==> src/rtl/stair_light_ctrl.sv <==
// Two-way staircase light: a debounced change on either switch flips the lamp.
// Define STAIR_LIGHT_TIMEOUT_EN to compile in the auto-off timer.
module stair_light_ctrl #(
  parameter int DEBOUNCE_CYCLES = 16,
  parameter int TIMEOUT_CYCLES  = 50000000
) (
  input  logic clk,
  input  logic rst,
  input  logic a,
  input  logic b,
  output logic c,
  output logic expired,
  output logic ready
);

  localparam int DW = $clog2(DEBOUNCE_CYCLES);
  localparam int IW = $clog2(DEBOUNCE_CYCLES + 2);
  localparam logic [DW-1:0] DB_LAST   = DW'(DEBOUNCE_CYCLES - 1);
  localparam logic [IW-1:0] INIT_LAST = IW'(DEBOUNCE_CYCLES + 1);

  if (DEBOUNCE_CYCLES < 2 || TIMEOUT_CYCLES < 2) begin : g_bad_params
    $error("stair_light_ctrl: DEBOUNCE_CYCLES and TIMEOUT_CYCLES must be >= 2");
  end

  typedef enum logic [1:0] {S_INIT, S_OFF, S_ON} state_t;

  state_t              state_q, state_d;
  logic [1:0]          sync1_q, sync1_d;
  logic [1:0]          sync2_q, sync2_d;
  logic [1:0]          sync_prev_q, sync_prev_d;
  logic [1:0]          acc_q, acc_d;
  logic [1:0]          acc_prev_q, acc_prev_d;
  logic [1:0][DW-1:0]  db_cnt_q, db_cnt_d;
  logic [IW-1:0]       init_cnt_q, init_cnt_d;
  logic                c_q, c_d;
  logic                ready_q, ready_d;
  logic                toggle;

`ifdef STAIR_LIGHT_TIMEOUT_EN
  localparam int TW = $clog2(TIMEOUT_CYCLES);
  localparam logic [TW-1:0] TMO_LAST = TW'(TIMEOUT_CYCLES - 1);

  logic [TW-1:0] tmo_cnt_q, tmo_cnt_d;
  logic          expired_q, expired_d;
`endif

  // Both accepted levels changing together cancel out.
  assign toggle = ^(acc_q ^ acc_prev_q);

  always_comb begin
    sync1_d     = {b, a};
    sync2_d     = sync1_q;
    sync_prev_d = sync2_q;
    acc_d       = acc_q;
    acc_prev_d  = acc_q;
    db_cnt_d    = db_cnt_q;
    init_cnt_d  = init_cnt_q;
    state_d     = state_q;
`ifdef STAIR_LIGHT_TIMEOUT_EN
    tmo_cnt_d   = tmo_cnt_q;
    expired_d   = 1'b0;
`endif

    // A fresh edge on the synchronized level restarts the count.
    for (int i = 0; i < 2; i++) begin
      if (sync2_q[i] == acc_q[i] || sync2_q[i] != sync_prev_q[i]) begin
        db_cnt_d[i] = '0;
      end else if (db_cnt_q[i] == DB_LAST) begin
        acc_d[i]    = sync2_q[i];
        db_cnt_d[i] = '0;
      end else begin
        db_cnt_d[i] = db_cnt_q[i] + 1'b1;
      end
    end

    case (state_q)
      S_INIT: begin
        acc_d      = sync2_q;
        acc_prev_d = sync2_q;
        db_cnt_d   = '0;
        init_cnt_d = init_cnt_q + 1'b1;
        if (init_cnt_q == INIT_LAST) begin
          state_d    = S_OFF;
          init_cnt_d = '0;
        end
      end
      S_OFF: begin
        if (toggle) begin
          state_d = S_ON;
`ifdef STAIR_LIGHT_TIMEOUT_EN
          tmo_cnt_d = '0;
`endif
        end
      end
      S_ON: begin
`ifdef STAIR_LIGHT_TIMEOUT_EN
        tmo_cnt_d = tmo_cnt_q + 1'b1;
        if (toggle) begin
          state_d = S_OFF;
        end else if (tmo_cnt_q == TMO_LAST) begin
          state_d   = S_OFF;
          expired_d = 1'b1;
        end
`else
        if (toggle) begin
          state_d = S_OFF;
        end
`endif
      end
      default: state_d = S_INIT;
    endcase

    c_d     = (state_d == S_ON);
    ready_d = (state_d != S_INIT);
  end

  always_ff @(posedge clk or posedge rst) begin
    if (rst) begin
      state_q     <= S_INIT;
      sync1_q     <= '0;
      sync2_q     <= '0;
      sync_prev_q <= '0;
      acc_q       <= '0;
      acc_prev_q  <= '0;
      db_cnt_q    <= '0;
      init_cnt_q  <= '0;
      c_q         <= 1'b0;
      ready_q     <= 1'b0;
`ifdef STAIR_LIGHT_TIMEOUT_EN
      tmo_cnt_q   <= '0;
      expired_q   <= 1'b0;
`endif
    end else begin
      state_q     <= state_d;
      sync1_q     <= sync1_d;
      sync2_q     <= sync2_d;
      sync_prev_q <= sync_prev_d;
      acc_q       <= acc_d;
      acc_prev_q  <= acc_prev_d;
      db_cnt_q    <= db_cnt_d;
      init_cnt_q  <= init_cnt_d;
      c_q         <= c_d;
      ready_q     <= ready_d;
`ifdef STAIR_LIGHT_TIMEOUT_EN
      tmo_cnt_q   <= tmo_cnt_d;
      expired_q   <= expired_d;
`endif
    end
  end

  assign c     = c_q;
  assign ready = ready_q;
`ifdef STAIR_LIGHT_TIMEOUT_EN
  assign expired = expired_q;
`else
  assign expired = 1'b0;
`endif

endmodule

==> config.mk <==
export PLATFORM = sky130hd
export DESIGN_NAME = stair_light_ctrl
export DESIGN_NICKNAME = d
export VERILOG_FILES = /design/src/rtl/stair_light_ctrl.sv
export SDC_FILE = /design/constraint.sdc
export NUM_CORES = 1
export LEC_CHECK = 0
export BUFFER_PORTS_ARGS = -buffer_cell sky130_fd_sc_hd__clkbuf_2
export CORE_MARGIN = 2
export CORE_UTILIZATION = 45
export DETAILED_ROUTE_END_ITERATION = 7
export GPL_ROUTABILITY_DRIVEN = 0
export SLEW_MARGIN = 20
export SYNTH_ARGS = -nofsm -noshare
export SYNTH_HDL_FRONTEND = slang
export SYNTH_SLANG_ARGS = --single-unit
export TNS_END_PERCENT = 50
==> constraint.sdc <==
create_clock -name clk -period 1.8 [get_ports clk]
set_clock_uncertainty 0.2 [all_clocks]
set_input_delay 0.27 -clock clk [delete_from_list [all_inputs] [get_ports clk]]
set_output_delay 0.27 -clock clk [all_outputs]
set_load 0.02 [all_outputs]
==> metrics.txt, run 1 <==
Routed Wire Length=roughly 1800 um; GRT Residual Overflow=0; Max H-tree Level=1; final slew viol count=0; Post-Syn Instances=100; syn avg cell area=between 10 and 15 sq um; asr flop ratio synth=between 90% and 100%; pwr/cell area=between 1000 and 1500 mW/mm^2; dominant synthesized flop cell=dfrtp_1; first-pass detailed-route iteration total=3; Final #Nets=122; post-route setup slack=roughly 120 ps; yosys warns=0; pin count of the biggest net entering global routing=19; GRT Util Overall=13.0%; die height=around 55 um; CP Max Fanout=3; CTS tree=yes; Mapped Area=roughly 0.0012 sq mm; Clk pwr share=between 10% and 20%; VDD IR max=between 500 and 600 uV; Buffers on Ports=5; Max Clk Rate=just under 0.6 GHz; Die ar.=a little over 0.003 sq mm; Starting Density=between 40% and 50%; Area contributors post-synth=dfrtp_1 57%, ha_1 4.2%, xnor2_1 3.0%; worst-skew pair later-pin latency=a little over 300 ps; Post-Syn Nets=~110; fin crit share=about 93%; cell area after layout=about 0.0013 sq mm; register area share after synthesis=roughly 57%; RSZ-0062 raised after global routing=no; Tmin final=between 1500 and 2000 ps; antenna fix cells=0; static leakage=roughly 0.61 nW; detailed router's first-iteration violation count=16; wire length per cell=around 12 um; Synth Register Bits=27; CTS Buf Count=3; max_cap viols=0; # rows=18; Sequential Power Share=51.2%; Critical Path Sink Type=register; Chip Width=55.3 um; setup repair bufs after CTS=0; setup slack at placement=between 150 and 200 ps; first-pass GRT wire length=around 3200 um; final hold vios=0; sw frac=approximately a third; area leader, netlist=dfrtp_1; sw power=0.561 mW; DP Area=0.00127 sq mm; post-route ant nets=0; Setup Viol. Count Final=0; PostCTS Resize Cnt=0; Vias/cell=approximately 5.2; critical path type=register to register; cell internal pwr=roughly 1.1 mW; final setup TNS=0 ps; top cells by count, synth=27 x dfrtp_1, 7 x inv_1, 6 x nor3_1, 6 x o21ai_0; CP arrival=approximately 1700 ps; Worst Hold Class=register to register; Clock transition at path regs=about 140 ps; status=complete, no violations; Synth top area share=57.0%; combinational power share=~34%; core area=approximately 0.0025 sq mm; Synth cell types=34; I/O Pins=7; layout cells sized above 1=13.3%; startpoint class of the critical path=register; vias in the first global route=~760; count leader, synth=dfrtp_1; vias=~740; Detailed Place HPWL=~1300 um; Clock Tree Root=clkbuf_4; clk sinks=27; initial antenna violation count=0; # hold bufs at CTS=3; number of synthesized flops with an enable pin=0; CTS max path bufs=2; Area Growth Syn to Fin=11.7%; CP required=about 1800 ps; drt drc=0
## cells by family (layout without fill, tap and decap cells)
logic type	Yosys count	count (layout)	share of synthesized area [%]
and+or+nand+nor	31	31	15.7
DFF	27	27	57.0
AOI/OAI and AO/OA	16	16	8.87
xor gates and xnor gates	8	8	6.55
buffers and inverters	8	21	2.85
muxes	5	5	4.44
adders and majority gates	4	4	4.22
other	1	1	0.316
## registers in the layout, indices dropped and copies added, names as in the netlist
signal       cells
acc_prev_q       2
acc_q            2
c                1
db_cnt_q         8
init_cnt_q       5
ready            1
state_q          2
sync1_q          2
sync2_q          2
sync_prev_q      2
## worst max-delay path, cell delays in order, from the launching register on
cell      delay, ps
dfrtp_1         420
inv_1            80
ha_1            170
nand3b_1        100
o21ai_0         370
a21boi_0        260
## cells in the final DEF, fill, tap and decap left out, drive strengths merged, types with 2 or more instances in the layout
master	synthesis	layout
a2bb2oi	2	2
and2	2	2
and3	2	2
and3b	2	2
buf	1	2
clkbuf	0	9
dfrtp	27	27
dlygate4sd3	0	3
ha	4	4
inv	7	7
mux2	2	2
mux2i	3	3
nand3	4	4
nor2	5	5
nor3	6	6
nor3b	2	2
o21ai	6	6
o21bai	2	2
o22a	2	2
xnor2	5	5
xor2	3	3
## area by class of cell
type / count / area [sq um]
fillers: 231 / 1150
flip-flops and latches: 27 / 676
multi-input cells: 65 / 475
repair buffers: 10 / 82.6
well taps: 30 / 37.5
clock buffers: 4 / 26.3
inverters: 7 / 26.3
## path summary, 6_finish.rpt
path	startpoint	end	slack, ps	depth (start not counted)
setup reg to reg	init_cnt_q[1]	ready	120	5
max in group asynchronous	rst	sync2_q[0]	690	4
hold reg to reg	sync1_q[0]	sync2_q[0]	170	0
setup / recovery	init_cnt_q[1]	ready	120	5
min in group asynchronous	rst	init_cnt_q[2]	270	3
hold / removal	sync1_q[0]	sync2_q[0]	170	0
## per-layer routing
layer | wire [um] | GRT usage [%] | part of all wire, %
met5 | 0 | 0 | 0
met4 | 15 | 4.18 | 0.85
met3 | 36 | 2.81 | 2.0
met2 | 825 | 21.8 | 47
met1 | 885 | 16.8 | 50
## stage by stage
| step | std cells | total power [mW] | utilization [%] | hold slack [ps] |
|---|---|---|---|---|
| after floorplan | 100 | 1.28 | - | 101 |
| after detailed placement | 136 | 1.43 | 51.2 | 60.3 |
| after global routing | 143 | 1.80 | 53.4 | 188 |
| after CTS | 143 | 1.68 | 53.4 | 171 |
| final | 143 | 1.66 | 53.4 | 166 |
| after global placement | 136 | 1.41 | 51.2 | 62.7 |
## power groups by stage
stage / Sequential [mW] / Clock (mW) / Combinational, mW
floorplan: 0.847 / 0 / 0.432
global placement: 0.857 / 0 / 0.551
detailed placement: 0.860 / 0 / 0.567
CTS: 0.851 / 0.261 / 0.572
global route: 0.874 / 0.299 / 0.632
finish: 0.851 / 0.245 / 0.565
(Power assumes the default switching activity.)
==> run 2: changes to the inputs <==
--- a/config.mk
+++ b/config.mk
@@ -6,10 +6,11 @@
 export NUM_CORES = 1
 export LEC_CHECK = 0
 export BUFFER_PORTS_ARGS = -buffer_cell sky130_fd_sc_hd__clkbuf_2
-export CORE_MARGIN = 2
-export CORE_UTILIZATION = 45
+export CORE_ASPECT_RATIO = 1.2
+export CORE_UTILIZATION = 55
 export DETAILED_ROUTE_END_ITERATION = 7
 export GPL_ROUTABILITY_DRIVEN = 0
+export PLACE_DENSITY = 0.73
 export SLEW_MARGIN = 20
 export SYNTH_ARGS = -nofsm -noshare
 export SYNTH_HDL_FRONTEND = slang
==> run 2 against run 1 <==
Effect of this change: cell count is the same; via count decreased by 0.13%; sequential power grew 0.5%; worst hold slack improved by 5.9 ps; fmax increased by 2.0%; critical endpoint is now init_cnt_q[4]; highest routed layer unchanged.
==> metrics.txt, run 2 (same netlist as run 1, synthesis figures left out) <==
Detailed Place HPWL=1260 um (was 1290 um); Die ar.=0.00234 sq mm (was 0.00306 sq mm); vias=740 (was 741); setup repair bufs after CTS=0 (unchanged); VDD IR max=811 uV (was 571 uV); hold slack=172 ps (was 166 ps); largest reg by FF count=db_cnt_q (unchanged); Chip Width=44.4 um (was 55.3 um); CP Max Fanout=3 (unchanged); most common cell after layout, fill and taps aside=dfrtp_1 (unchanged); die height=52.8 um (was 55.3 um); CTS tree=yes (unchanged); clk sinks=27 (unchanged); wire length per cell=12.5 um (was 12.3 um); first-pass GRT wire length=3000 um (was 3220 um); Max Clk Rate=0.609 GHz (was 0.597 GHz); antenna fix cells=0 (unchanged); Routed Wire Length=1780 um (was 1760 um); status=complete, no violations (unchanged); Clock Tree Root=clkbuf_4 (unchanged); PostCTS Resize Cnt=0 (unchanged); final hold vios=0 (unchanged); Power Total=1.69 mW (was 1.66 mW); pwr/cell area=1270 mW/mm^2 (was 1250 mW/mm^2); WHS Path Cells=0 (unchanged); Critical Path Sink Type=register (unchanged); CTS Buf Count=3 (unchanged); final setup TNS=0 ps (unchanged); startpoint class of the critical path=register (unchanged); Area Growth Syn to Fin=12.0% (was 11.7%); max reg flops=8 (unchanged); commonest cells after routing, fill and taps aside=27 x dfrtp_1, 7 x inv_1, 6 x o21ai_0, 6 x nor3_1, 5 x clkbuf_2 (unchanged); CTS max path bufs=2 (unchanged); Vias/cell=5.17 (was 5.18); Setup Viol. Count Final=0 (unchanged); critical path type=register to register (unchanged); layout cells sized above 1=14.2% (was 13.3%); vias in the first global route=721 (was 756); Buffers on Ports=5 (unchanged); core area=0.00205 sq mm (was 0.00248 sq mm); Tmin final=1640 ps (was 1680 ps); worst-skew pair later-pin latency=340 ps (was 310 ps); RSZ-0062 raised after global routing=no (unchanged); # hold bufs at CTS=3 (unchanged); max_cap viols=0 (unchanged); Worst Hold Class=register to register (unchanged); R2R depth=5 (unchanged); CP arrival=1680 ps (was 1710 ps); Clock transition at path regs=160 ps (was 140 ps); I/O Pins=7 (unchanged); # rows=18 (unchanged); Largest regs=db_cnt_q x8, init_cnt_q x5 (unchanged); Max H-tree Level=1 (unchanged); initial antenna violation count=0 (unchanged); drt drc=0 (unchanged); post-route ant nets=0 (unchanged); static leakage=0.608 nW (was 0.609 nW); Placed Cells=136 (unchanged); final slew viol count=0 (unchanged); Final #Nets=122 (unchanged); CP required=1830 ps (about the same); GRT Util Overall=18.0% (was 13.0%); fin cells=143 (unchanged); Starting Density=57.8% (was 47.8%); first-pass detailed-route iteration total=3 (unchanged); fin crit share=91.3% (was 93.1%); detailed router's first-iteration violation count=2 (was 16); GRT Residual Overflow=0 (unchanged); pin count of the biggest net entering global routing=19 (unchanged)
## run 2: changes by cell type in the layout (fill, tap and decap cells not counted), sizes merged
| cell | delta |
|---|---|
| clkbuf | -1 |
| clkinvlp | +1 |
## run 2: power breakdown
part	switching, mW	total (mW)	leakage (nW)	internal (mW)
Sequential	0.131	0.855	0.344	0.724
Combinational	0.267	0.558	0.249	0.290
Clock	0.189	0.274	0.0139	0.0854
Total	0.588	1.69	0.608	1.10
## run 2: metrics by stage
stage | setup slack, ps | utilization, % | area, sq um
2_1_floorplan | 265 | - | 1180
3_3_place_gp | 249 | 61.8 | 1270
3_5_place_dp | 180 | 61.8 | 1270
4_1_cts | 165 | 64.8 | 1330
5_1_grt | 23.2 | 64.8 | 1330
6_report | 157 | 64.8 | 1330
## run 2: area by class of cell
type | instances | area [sq um]
clock buffers | 3 | 22.5
flip-flops and latches | 27 | 676
inverters | 7 | 26.3
multi-input cells | 65 | 475
fillers | 160 | 722
well taps | 30 | 37.5
repair buffers | 10 | 82.6
clock inverters | 1 | 7.51
## run 2: critical path, stage by stage, from the launching register on
cell and delay [ps]:
dfrtp_1 430, inv_1 80, ha_1 170, or4b_1 440
a21oi_1 160, nor3_1 70
## run 2: metal layers
layer  track usage, %  part of all wire, %  up-vias
met2             30.1                   48       12
met5                0                    0        -
met4             10.6                  2.5        0
met3             2.07                  1.9        5
met1             21.9                   47      347
li1                 -                    -      376
## run 2: worst paths after layout
kind	startpoint	to	slack, ps
min in group asynchronous	rst	c	230
hold / removal	sync1_q[1]	sync2_q[1]	170
setup reg to reg	init_cnt_q[1]	init_cnt_q[4]	160
setup / recovery	init_cnt_q[1]	init_cnt_q[4]	160
hold reg to reg	sync1_q[1]	sync2_q[1]	170
max in group asynchronous	rst	db_cnt_q[6]	720
==> run 3: changes to the inputs <==
--- a/config.mk
+++ b/config.mk
@@ -5,12 +5,11 @@
 export SDC_FILE = /design/constraint.sdc
 export NUM_CORES = 1
 export LEC_CHECK = 0
-export BUFFER_PORTS_ARGS = -buffer_cell sky130_fd_sc_hd__clkbuf_2
+export BUFFER_PORTS_ARGS = -buffer_cell sky130_fd_sc_hd__buf_4
 export CORE_ASPECT_RATIO = 1.2
-export CORE_UTILIZATION = 55
+export CORE_UTILIZATION = 35
 export DETAILED_ROUTE_END_ITERATION = 7
 export GPL_ROUTABILITY_DRIVEN = 0
-export PLACE_DENSITY = 0.73
 export SLEW_MARGIN = 20
 export SYNTH_ARGS = -nofsm -noshare
 export SYNTH_HDL_FRONTEND = slang
==> run 3 against run 2 <==
Effect of this change: via count fell by 0.68%; sequential cell count did not move; critical path type unchanged; core utilization fell by 22 points; largest power group unchanged; cell count rose by 4.2%; global-route usage fell by 5.1 points; sequential power fell by 0.6%; critical path depth did not move; sequential share of layout area fell by 0.19 points; worst hold slack got worse by 3.9 ps; non-clock buffer count did not move; critical endpoint unchanged; fmax fell by 0.77%.
==> metrics.txt, run 3 (same netlist as run 1, synthesis figures left out) <==
max_cap viols=0 (unchanged); WHS Path Cells=0 (unchanged); max reg flops=8 (unchanged); fillcell total=312 (was 160); reg2reg start=init_cnt_q[1] (unchanged); final hold vios=0 (unchanged); final slew viol count=0 (unchanged); critical path type=register to register (unchanged); CTS tree=yes (unchanged); Largest regs=db_cnt_q x8, init_cnt_q x5 (unchanged); cells along the critical path=inv_1, ha_1, or4b_1, a21oi_1, nor3_1 (unchanged); Clock transition at path regs=130 ps (was 160 ps); post-route ant nets=0 (unchanged); Worst Hold Class=register to register (unchanged); Max Clk Rate=0.604 GHz (was 0.609 GHz); Area Growth Syn to Fin=12.5% (was 12.0%); vias in the first global route=829 (was 721); CTS Buf Count=3 (unchanged); CP Max Fanout=3 (unchanged); # rows=22 (was 18); I/O Pins=7 (unchanged); detailed router's first-iteration violation count=11 (was 2); RSZ-0062 raised after global routing=no (unchanged); Clock Tree Root=clkbuf_4 (unchanged); Crit path largest cell delay=450 ps (was 440 ps); Max H-tree Level=1 (unchanged); die height=65.7 um (was 52.8 um); status=complete, no violations (unchanged); CP delay by family, top=simple AND/OR/NAND/NOR gates (unchanged); Worst Min Path Start=sync1_q[0] (was sync1_q[1]); met3 global-route usage=2.08% (was 2.07%); CTS max path bufs=2 (unchanged); fin crit share=92.0% (was 91.3%); GRT busiest layer=met2 (unchanged); flop2flop setup slack=140 ps (was 160 ps); most common cell after layout, fill and taps aside=dfrtp_1 (unchanged); CP required=1810 ps (was 1830 ps); GRT Util Overall=12.9% (was 18.0%); final setup TNS=0 ps (unchanged); pwr/cell area=1260 mW/mm^2 (was 1270 mW/mm^2); Setup Viol. Count Final=0 (unchanged); M2 GR Usage=22.0% (was 30.1%); Crit-path slowest cell=or4b_1 (unchanged); clk sinks=27 (unchanged); Die ar.=0.00362 sq mm (was 0.00234 sq mm); setup repair bufs after CTS=0 (unchanged); wire length per cell=12.2 um (was 12.5 um); startpoint class of the critical path=register (unchanged); Vias/cell=4.93 (was 5.17); antenna fix cells=0 (unchanged); met1 usage=15.1% (was 21.9%); cell area after layout=0.00133 sq mm (about the same); VDD IR max=753 uV (was 811 uV); Starting Density=37.8% (was 57.8%); Chip Width=55.1 um (was 44.4 um); worst reg2reg endpoint=init_cnt_q[4] (unchanged); WHS Endpoint=sync2_q[0] (was sync2_q[1]); CP arrival=1670 ps (was 1680 ps); Final #Nets=122 (unchanged); vias=735 (was 740); commonest cells after routing, fill and taps aside=27 x dfrtp_1, 7 x inv_1, 7 x buf_4, 6 x o21ai_0, 6 x nor3_1 (was 27 x dfrtp_1, 7 x inv_1, 6 x o21ai_0, 6 x nor3_1, 5 x clkbuf_2); first-pass GRT wire length=3370 um (was 3000 um); GRT Residual Overflow=0 (unchanged); initial antenna violation count=0 (unchanged); # hold bufs at CTS=3 (unchanged); WP buf/inv=1 (unchanged); pin count of the biggest net entering global routing=28 (was 19); PostCTS Resize Cnt=0 (unchanged); DP Area=0.00127 sq mm (about the same); layout cells sized above 1=14.2% (unchanged); Buffers on Ports=5 (unchanged); worst-skew pair later-pin latency=310 ps (was 340 ps); Detailed Place HPWL=1320 um (was 1260 um); R2R depth=5 (unchanged); drt drc=0 (unchanged); Routed Wire Length=1810 um (was 1780 um); static leakage=0.610 nW (was 0.608 nW); largest reg by FF count=db_cnt_q (unchanged); Critical Path Sink Type=register (unchanged); first-pass detailed-route iteration total=3 (unchanged); core area=0.00314 sq mm (was 0.00205 sq mm); Tmin final=1660 ps (was 1640 ps)
-- run 3: cell count changes in the layout (fill, tap and decap cells not counted) --
| cell | previous run | this run |
|---|---|---|
| clkinvlp_4 | 1 | 0 |
| buf_12 | 1 | 0 |
| clkbuf_2 | 5 | 0 |
| buf_4 | 1 | 7 |
| clkinv_2 | 0 | 1 |
-- run 3: metal layers --
layer,up-vias,share of wire [%]
met5,-,0
met4,0,1.0
met3,2,1.8
met2,6,51
met1,355,46
li1,372,-
-- run 3: worst reg2reg max path, stage by stage (launching register included) --
cell     delay [ps]
dfrtp_1         420
inv_1            90
ha_1            170
or4b_1          450
a21oi_1         160
nor3_1           70
-- run 3: worst max path at each step --
| stage | end | slack, ps | depth (start not counted) | start |
|---|---|---|---|---|
| detailed placement | init_cnt_q[4] | 170 | 5 | init_cnt_q[1] |
| global route | init_cnt_q[4] | 50 | 5 | init_cnt_q[1] |
| floorplan | init_cnt_q[4] | 270 | 5 | init_cnt_q[1] |
| CTS | init_cnt_q[4] | 150 | 5 | init_cnt_q[1] |
| global placement | acc_q[0] | 220 | 3 | state_q[1] |
| finish | init_cnt_q[4] | 140 | 5 | init_cnt_q[1] |
-- run 3: cell type report --
class	instances	area, sq um	area share (%)
multi-input combinational	65	475	35.7
tap	36	45.0	3.38
timing repair buffer	10	82.6	6.20
sequential	27	676	50.7
inverter	7	26.3	1.97
clock inverter	1	5.00	0.376
clock buffer	3	22.5	1.69
-- run 3: per-stage QoR --
| step | hold WS [ps] | util [%] | power [mW] | setup WS (ps) | cells |
|---|---|---|---|---|---|
| global route | 176 | 42.5 | 1.81 | 48.1 | 149 |
| floorplan | 101 | - | 1.28 | 265 | 100 |
| global placement | 140 | 40.6 | 1.41 | 217 | 142 |
| finish | 168 | 42.5 | 1.68 | 144 | 149 |
| detailed placement | 140 | 40.6 | 1.45 | 175 | 142 |
| CTS | 172 | 42.5 | 1.71 | 150 | 149 |
-- run 3: report_power, final --
group | switching [mW] | internal (mW)
clock network | 0.167 | 0.0831
registers | 0.126 | 0.724
logic | 0.281 | 0.297
